**config.mk**
```make
export PLATFORM = sky130hd
export DESIGN_NAME = joystick_sr
export DESIGN_NICKNAME = d
export VERILOG_FILES = /design/src/rtl/joystick_pkg.sv /design/src/rtl/joystick_sr_ce.sv /design/src/rtl/joystick_sr.sv
export SDC_FILE = /design/constraint.sdc
export NUM_CORES = 1
export LEC_CHECK = 0
export CORE_UTILIZATION = 50
export CTS_BUF_LIST = sky130_fd_sc_hd__clkbuf_16
export CTS_CLUSTER_SIZE = 12
export DETAILED_ROUTE_END_ITERATION = 16
export PLACE_DENSITY = 0.73
export SLEW_MARGIN = 0
export SYNTH_ARGS = -nofsm -noshare
export SYNTH_HDL_FRONTEND = slang
export SYNTH_SLANG_ARGS = --single-unit
```
**constraint.sdc**
```tcl
create_clock -name clock -period 2.31 [get_ports clock]
set_input_delay 0.462 -clock clock [delete_from_list [all_inputs] [get_ports clock]]
set_output_delay 0.462 -clock clock [all_outputs]
set_load 0.02 [all_outputs]
```
**src/rtl/joystick_pkg.sv**
```systemverilog
// Shared FSM encoding and counter-width helper for the serial joystick reader.
package joystick_pkg;

    typedef enum logic [1:0] {
        StLoad,
        StShift,
        StLatch,
        StGap
    } state_t;

    function automatic int unsigned cnt_w(input int unsigned n);
        return (n > 1) ? $clog2(n) : 1;
    endfunction

endpackage

```
**src/rtl/joystick_sr_ce.sv**
```systemverilog
// Half-period enable: divider counts 0..DIV-1, pulses ce on the wrap cycle, first on count 0.
module joystick_sr_ce
    import joystick_pkg::*;
#(
    parameter int unsigned DIV = 4
) (
    input  logic clock,
    input  logic reset,
    input  logic clr,
    output logic ce,
    output logic first
);

    localparam int unsigned DW = cnt_w(DIV);

    logic [DW-1:0] div_q;

    assign ce    = (div_q == DW'(DIV - 1));
    assign first = (div_q == '0);

    always_ff @(posedge clock) begin
        if (reset || clr) begin
            div_q <= '0;
        end else if (ce) begin
            div_q <= '0;
        end else begin
            div_q <= div_q + DW'(1);
        end
    end

endmodule

```
**src/rtl/joystick_sr.sv**
```systemverilog
// Serial reader for a daisy-chained 74HC165 joystick chain with frame strobe.
// Optional frame debouncing when JOYSTICK_DEBOUNCE_EN is defined.
module joystick_sr
    import joystick_pkg::*;
#(
    parameter int unsigned CHANNELS = 2,
    parameter int unsigned BITS     = 8,
    parameter int unsigned DIV      = 4,
    parameter int unsigned GAP      = 2,
    parameter int unsigned INVERT   = 1
) (
    input  logic                       clock,
    input  logic                       reset,
    output logic                       joyCk,
    output logic                       joyLd,
    input  logic                       joyD,
    output logic [CHANNELS*BITS-1:0]   joy,
    output logic                       strb
);

    localparam int unsigned N  = CHANNELS * BITS;
    localparam int unsigned BW = cnt_w(N);
    localparam int unsigned HW = cnt_w((GAP > 2) ? GAP : 2);

    state_t          state_q;
    logic [BW-1:0]   bit_q;
    logic [HW-1:0]   half_q;
    logic            phase_q;
    logic [N-1:0]    sr_q;
    logic [N-1:0]    joy_q;
    logic [N-1:0]    frame;
    logic            ck_q;
    logic            ld_q;
    logic            strb_q;
    logic            ce;
    logic            first;
    logic            clr;
`ifdef JOYSTICK_DEBOUNCE_EN
    logic [N-1:0]    prev_q;
`endif

    // The divider restarts after the single-cycle LATCH so GAP is a whole number of half-periods.
    assign clr = (state_q == StLatch);

    joystick_sr_ce #(
        .DIV(DIV)
    ) u_ce (
        .clock(clock),
        .reset(reset),
        .clr  (clr),
        .ce   (ce),
        .first(first)
    );

    assign frame = (INVERT != 0) ? ~sr_q : sr_q;

    assign joyCk = ck_q;
    assign joyLd = ld_q;
    assign joy   = joy_q;
    assign strb  = strb_q;

    always_ff @(posedge clock) begin
        if (reset) begin
            state_q <= StLoad;
            bit_q   <= '0;
            half_q  <= '0;
            phase_q <= 1'b0;
            sr_q    <= '0;
            joy_q   <= '0;
            ck_q    <= 1'b1;
            ld_q    <= 1'b1;
            strb_q  <= 1'b0;
`ifdef JOYSTICK_DEBOUNCE_EN
            prev_q  <= '0;
`endif
        end else begin
            ck_q   <= !(state_q == StShift && !phase_q);
            ld_q   <= !(state_q == StLoad);
            strb_q <= (state_q == StLatch);
            case (state_q)
                StLoad: begin
                    if (ce) begin
                        if (half_q == HW'(1)) begin
                            half_q  <= '0;
                            phase_q <= 1'b0;
                            bit_q   <= '0;
                            state_q <= StShift;
                        end else begin
                            half_q <= half_q + HW'(1);
                        end
                    end
                end
                StShift: begin
                    // Outputs lag state by one cycle, so the first high-phase state cycle is
                    // the last cycle joyCk is low on the wire.
                    if (phase_q && first) begin
                        sr_q <= {sr_q[N-2:0], joyD};
                    end
                    if (ce) begin
                        if (!phase_q) begin
                            phase_q <= 1'b1;
                        end else begin
                            phase_q <= 1'b0;
                            if (bit_q == BW'(N - 1)) begin
                                bit_q   <= '0;
                                state_q <= StLatch;
                            end else begin
                                bit_q <= bit_q + BW'(1);
                            end
                        end
                    end
                end
                StLatch: begin
`ifdef JOYSTICK_DEBOUNCE_EN
                    if (frame == prev_q) begin
                        joy_q <= frame;
                    end
                    prev_q <= frame;
`else
                    joy_q <= frame;
`endif
                    half_q  <= '0;
                    state_q <= StGap;
                end
                StGap: begin
                    if (ce) begin
                        if (half_q == HW'(GAP - 1)) begin
                            half_q  <= '0;
                            state_q <= StLoad;
                        end else begin
                            half_q <= half_q + HW'(1);
                        end
                    end
                end
                default: state_q <= StLoad;
            endcase
        end
    end

endmodule
```
# --- Word-level counts from Yosys, hierarchy flattened ---
# Cells that the tools add are included.
classes:
  n_eq_ne: 13
  n_addsub: 3
  muxes: 22
  n_bitwise: 1
  reduce_logical: 17
ops:
  columns: ["operator", "count"]
  rows:
  - ["$mux 4", 5]
  - ["$not 16->16", 1]
  - ["$mux 2", 7]
  - ["$ne 2x2->1 const B", 6]
  - ["$pmux 2 s4", 1]
  - ["$pmux 4 s2", 1]
  - ["$reduce_and 7->1", 1]
  - ["$eq 2x2->1 const B", 3]
  - ["$mux 1", 6]
  - ["$reduce_and 5->1", 1]
  - ["$add 4x1->4 const B", 1]
  - ["$eq 4x4->1 const B", 1]
  - ["$logic_not 2->1", 2]
  - ["$ne 2x1->1 const B", 2]
  - ["$pmux 1 s2", 2]
  - ["$reduce_and 2->1", 2]
  - ["$reduce_and 4->1", 1]
  - ["$reduce_bool 2->1", 2]
  - ["$reduce_or 2->1", 2]
  - ["$logic_not 1->1", 3]
  - ["$add 2x1->2 const B", 1]
  - ["$eq 2x1->1 const B", 1]
  - ["$logic_and 1x1->1", 2]
  - ["$add 1x1->1 const B", 1]
  - ["$logic_or 1x1->1", 1]
totals:
  register_bits: 45
  word_cells: 66
  output_inout_bits: 19

# --- Logic depth before layout (Yosys ltp) ---
logic_depth:
  ltp_word: 5
  ltp_mapped: 7

# --- Hierarchy ---
# A second synthesis with hierarchy kept.
unflattened:
  cells_unflattened: 210
  area_unflattened_um2: 1845.5
by_module_without_submodules:
  columns: ["module", "cells_each", "n_inst", "seq_area_each_um2", "area_per_inst_um2"]
  rows:
  - ["joystick_sr", 202, 1, 860.8, 1745.4]
  - ["joystick_sr_ce", 8, 1, 40.0, 100.1]

# --- Least setup slack after synthesis ---
# No wires, ideal clock.
synth_path:
  kind: "register to register"
  start: "reg state_q[0]"
  end: "reg state_q[1]"
  setup_ns: 0.128
  arrival_ns: 1.481
  path_buffers: 0
  slack_ns: 0.701
  stages_incl_launch_ff: 7
  synth_period_minus_slack_ns: 1.609
  required_ns: 2.182
  cell_sequence: "dfxtp_1 -> inv_1 -> ha_1 -> a2bb2oi_1 -> a2111oi_4 -> mux2i_1 -> nor2_1"
synth_between:
  elab_chain_len: 3
synth_rtl:
  columns: ["element", "line", "rtl"]
  rows:
  - ["start: declaration", "joystick_sr.sv:25", "state_t state_q;"]
  - ["start signal: assignment", "joystick_sr.sv:64", "state_q <= StLoad;"]
  - ["start signal: assignment", "joystick_sr.sv:87", "state_q <= StShift;"]
  - ["start signal: assignment", "joystick_sr.sv:106", "state_q <= StLatch;"]
  - ["$eq 2x1->1 (tied with other cells)", "joystick_sr.sv:80", "case (state_q)"]
  - ["$ne 2x1->1 (no line) or $ne 2x2->1 (tied branches)", null, null]
  - ["$reduce_and 7->1 (no line)", null, null]
# Several ways; a longest one is shown, not always the timed one.
# A chain may end at the register's enable or synchronous reset.

# --- Worst setup path after layout ---
# Ends and elaborated chain as after synthesis.

==> results.md <==
- Library cells used by synthesis: 34
- Required time of the critical path: about 2.5 ns
- Hpwl dp: between 1.5 and 2 mm
- Critical path's slowest cell: dfxtp_1
- Area share of the largest cell type after synthesis: 48.1%
- Hold WC Path Type: reg2reg
- Most frequent cells in the layout: dfxtp_1 (45), nand2_1 (39), inv_1 (22), nor2_1 (22), clkdlybuf4s50_1 (21)
- Pleak: around 0.76 nW
- Post-route ant nets: 0
- Avg WL per Cell: about 11 microns
- Post-CTS sizing: 0
- Simple-gate share of the synthesized area: between 10% and 20%
- Worst setup EP type: flop
- Worst Skew: roughly 0.0038 ns
- Post-CTS Hold Fix Bufs: 0
- Buffers on Ports: 21
- Initial core utilization: a little over half
- Synth warnings: 0
- Vias in the first global route: around 1300
- Setup TNS: 0 ns
- Die width: approximately 63 microns
- Total setup buffers inserted after CTS: 0
- Worst Max-Slew Pin Slew: ~0.6 ns
- RSZ-0062 raised after global routing: no
- Diode count: 0
- CTS Buf Count: 5
- Crit-path leading delay family: compound AO/OA/AOI/OAI gates
- Largest net degree at the start of global routing: 47
- Crit path kind: reg2reg
- Fin. Hold Viols: 0
- Die area: roughly 0.004 sq mm
- Critical Path Source Type: flop
- Crit-path cells: inv_1 > ha_1 > a2bb2oi_1 > a2111oi_4 > mux2i_1 > nor2_1
- Fin crit share: about 75%
- Die H: roughly 63 microns
- Syn Nets: 226
- Most common cell after layout, fill and taps aside: dfxtp_1
- Syn Std Cell Area: roughly 0.0019 sq mm
- Sequential share of the synthesized area: between 40% and 50%
- Maximum vdd ir drop: around 0.62 mV
- Gpl congestion: about 0.75
- CTS Root Cell: clkbuf_16
- I/O pin cnt: 22
- Htree depth: 2
- Crit path DAT: ~1.9 ns
- Synth Area in Compound Gates: around a tenth
- Main combinational cell family by area after synthesis: simple AND/OR/NAND/NOR gates
- Synth area leaders: dfxtp_1 (48%), mux2i_1 (9.1%), nand2_1 (7.8%)
- Synth Area in Adders: 6.01%
- Slew headroom: between 50% and 60%
- Tot GR Track Use: a little under a fifth
- Area growth syn-to-layout: 20.8%
- CTS max path bufs: 2
- Mapped Cells: between 200 and 250
- Global route overflow: 0
- Mapped Avg Cell Area: 8.76 sq um
- Clock Latency Late Sink: about 0.28 ns
- DRT iter0 DRCs: 84
- Vias: 1388
- Worst-path clk slew: about 0.06 ns
- Final Max Slew Viols: 0
- Synth Register Bits: 45
- CP max stage delay: 0.41 ns
- First-pass DRT Iterations: 4
- CORE AREA: between 0.003 and 0.004 sq mm
- Run status: finished clean
- Fin area: around 0.0023 sq mm
- Initial antenna violation count: 0
- Multi-input gate area: 845 sq um
- Drt via density: ~5
- Power after layout: about 0.0016 W
- Sink Count: between 40 and 50
- WP buf/inv: 1
- Register area: about 900 sq um
- First-pass GRT wire length: around 5.7 mm
- Fillcell total: 310
- CTS tree: yes
- Fin nets: 245
- Fin crit period: 1.74 ns
- Fmax: between 500 and 600 MHz
- Worst Path Max Fanout: 5
- Final setup violating endpoints: 0
- Post-placement cell area: 0.00212 sq mm
- Rows: 21
- Max_cap viols: 0
- Share of layout cells above drive strength 1: under 10%
- PD cells: approximately 720 mW/mm^2
- Total wire length: between 3 and 4 mm
- Mux cell area share after synthesis: roughly a tenth
- Post-Synth XOR/XNOR Area: 0%
- Post-route DRC: 0
- Cell taking the most area after synthesis: dfxtp_1
metal layers:
layer | vias up | GRT usage [%] | wire length [microns]
met2 | 25 | 28.9 | 1430
li1 | 730 | - | -
met1 | 626 | 22.7 | 1570
met5 | - | 0 | 0
met4 | 0 | 9.38 | 67
met3 | 7 | 5.25 | 116
power by group:
part	switching, W	total, W	leakage [nW]	internal [W]
Sequential	0.0000126	0.000807	0.363	0.000794
Clock	0.000286	0.000682	0.0672	0.000396
Combinational	0.0000820	0.000152	0.333	0.0000702
Yosys cell counts:
| cell | number |
|---|---|
| mux2_2 | 1 |
| nand3_2 | 1 |
| a21o_1 | 1 |
| and2b_4 | 1 |
| nand4_1 | 1 |
| nand3_1 | 2 |
| mux2i_1 | 17 |
| a2111oi_4 | 1 |
| o21ai_1 | 1 |
| inv_1 | 21 |
| a21oi_1 | 20 |
| buf_2 | 4 |
| nand3b_1 | 1 |
| dfxtp_1 | 45 |
| a211oi_1 | 3 |
| nor4b_1 | 1 |
| nor3_1 | 1 |
| clkbuf_1 | 5 |
| a2bb2oi_1 | 1 |
| nand2b_1 | 2 |
| nor2_1 | 22 |
| nor4_1 | 1 |
| nor3_2 | 1 |
| buf_1 | 1 |
| ha_1 | 9 |
| o21ai_0 | 1 |
| a22oi_1 | 1 |
| nand2_1 | 39 |
| a31oi_1 | 1 |
| buf_4 | 1 |
| and3_1 | 1 |
| or2_1 | 1 |
| nor2b_1 | 4 |
| nor3b_1 | 1 |
cell type report:
cell class	instances	share of cell area, %
repair buffers	23	10.5
clock buffers	5	5.53
flip-flops and latches	45	39.8
multi-input cells	137	37.3
clock inverters	3	0.829
inverters	21	3.48
well taps	46	2.54
flip-flops by register name, summed over array words and instances (netlist names):
signal / flops
bit_q: 4
half_q: 1
joy: 16
joyCk: 1
joyLd: 1
phase_q: 1
sr_q: 16
state_q: 2
strb: 1
u_ce.div_q: 2
cell families after synthesis:
family	Yosys count
buf+inv	32
fa+ha+maj	9
compound gates	30
flops	45
mux	18
simple gates	80
path summary, 6_finish.rpt:
kind | start | endpoint | slack (ns) | cells past startpoint
setup / recovery | state_q[0] | state_q[1] | 0.57 | 6
hold / removal | sr_q[15] | joy[15] | 0.45 | 1
setup reg to reg | state_q[0] | state_q[1] | 0.57 | 6
hold reg to reg | sr_q[15] | joy[15] | 0.45 | 1
per-stage QoR:
stage | hold WS, ns | utilization [%] | worst slack, ns | std cells
after floorplan | 0.416 | - | 0.701 | 214
after global placement | 0.441 | 61.1 | 0.620 | 272
after detailed placement | 0.439 | 61.1 | 0.586 | 272
after CTS | 0.454 | 65.3 | 0.560 | 280
after global routing | 0.485 | 65.3 | 0.429 | 280
final | 0.450 | 65.3 | 0.568 | 280
(Power assumes the default switching activity.)
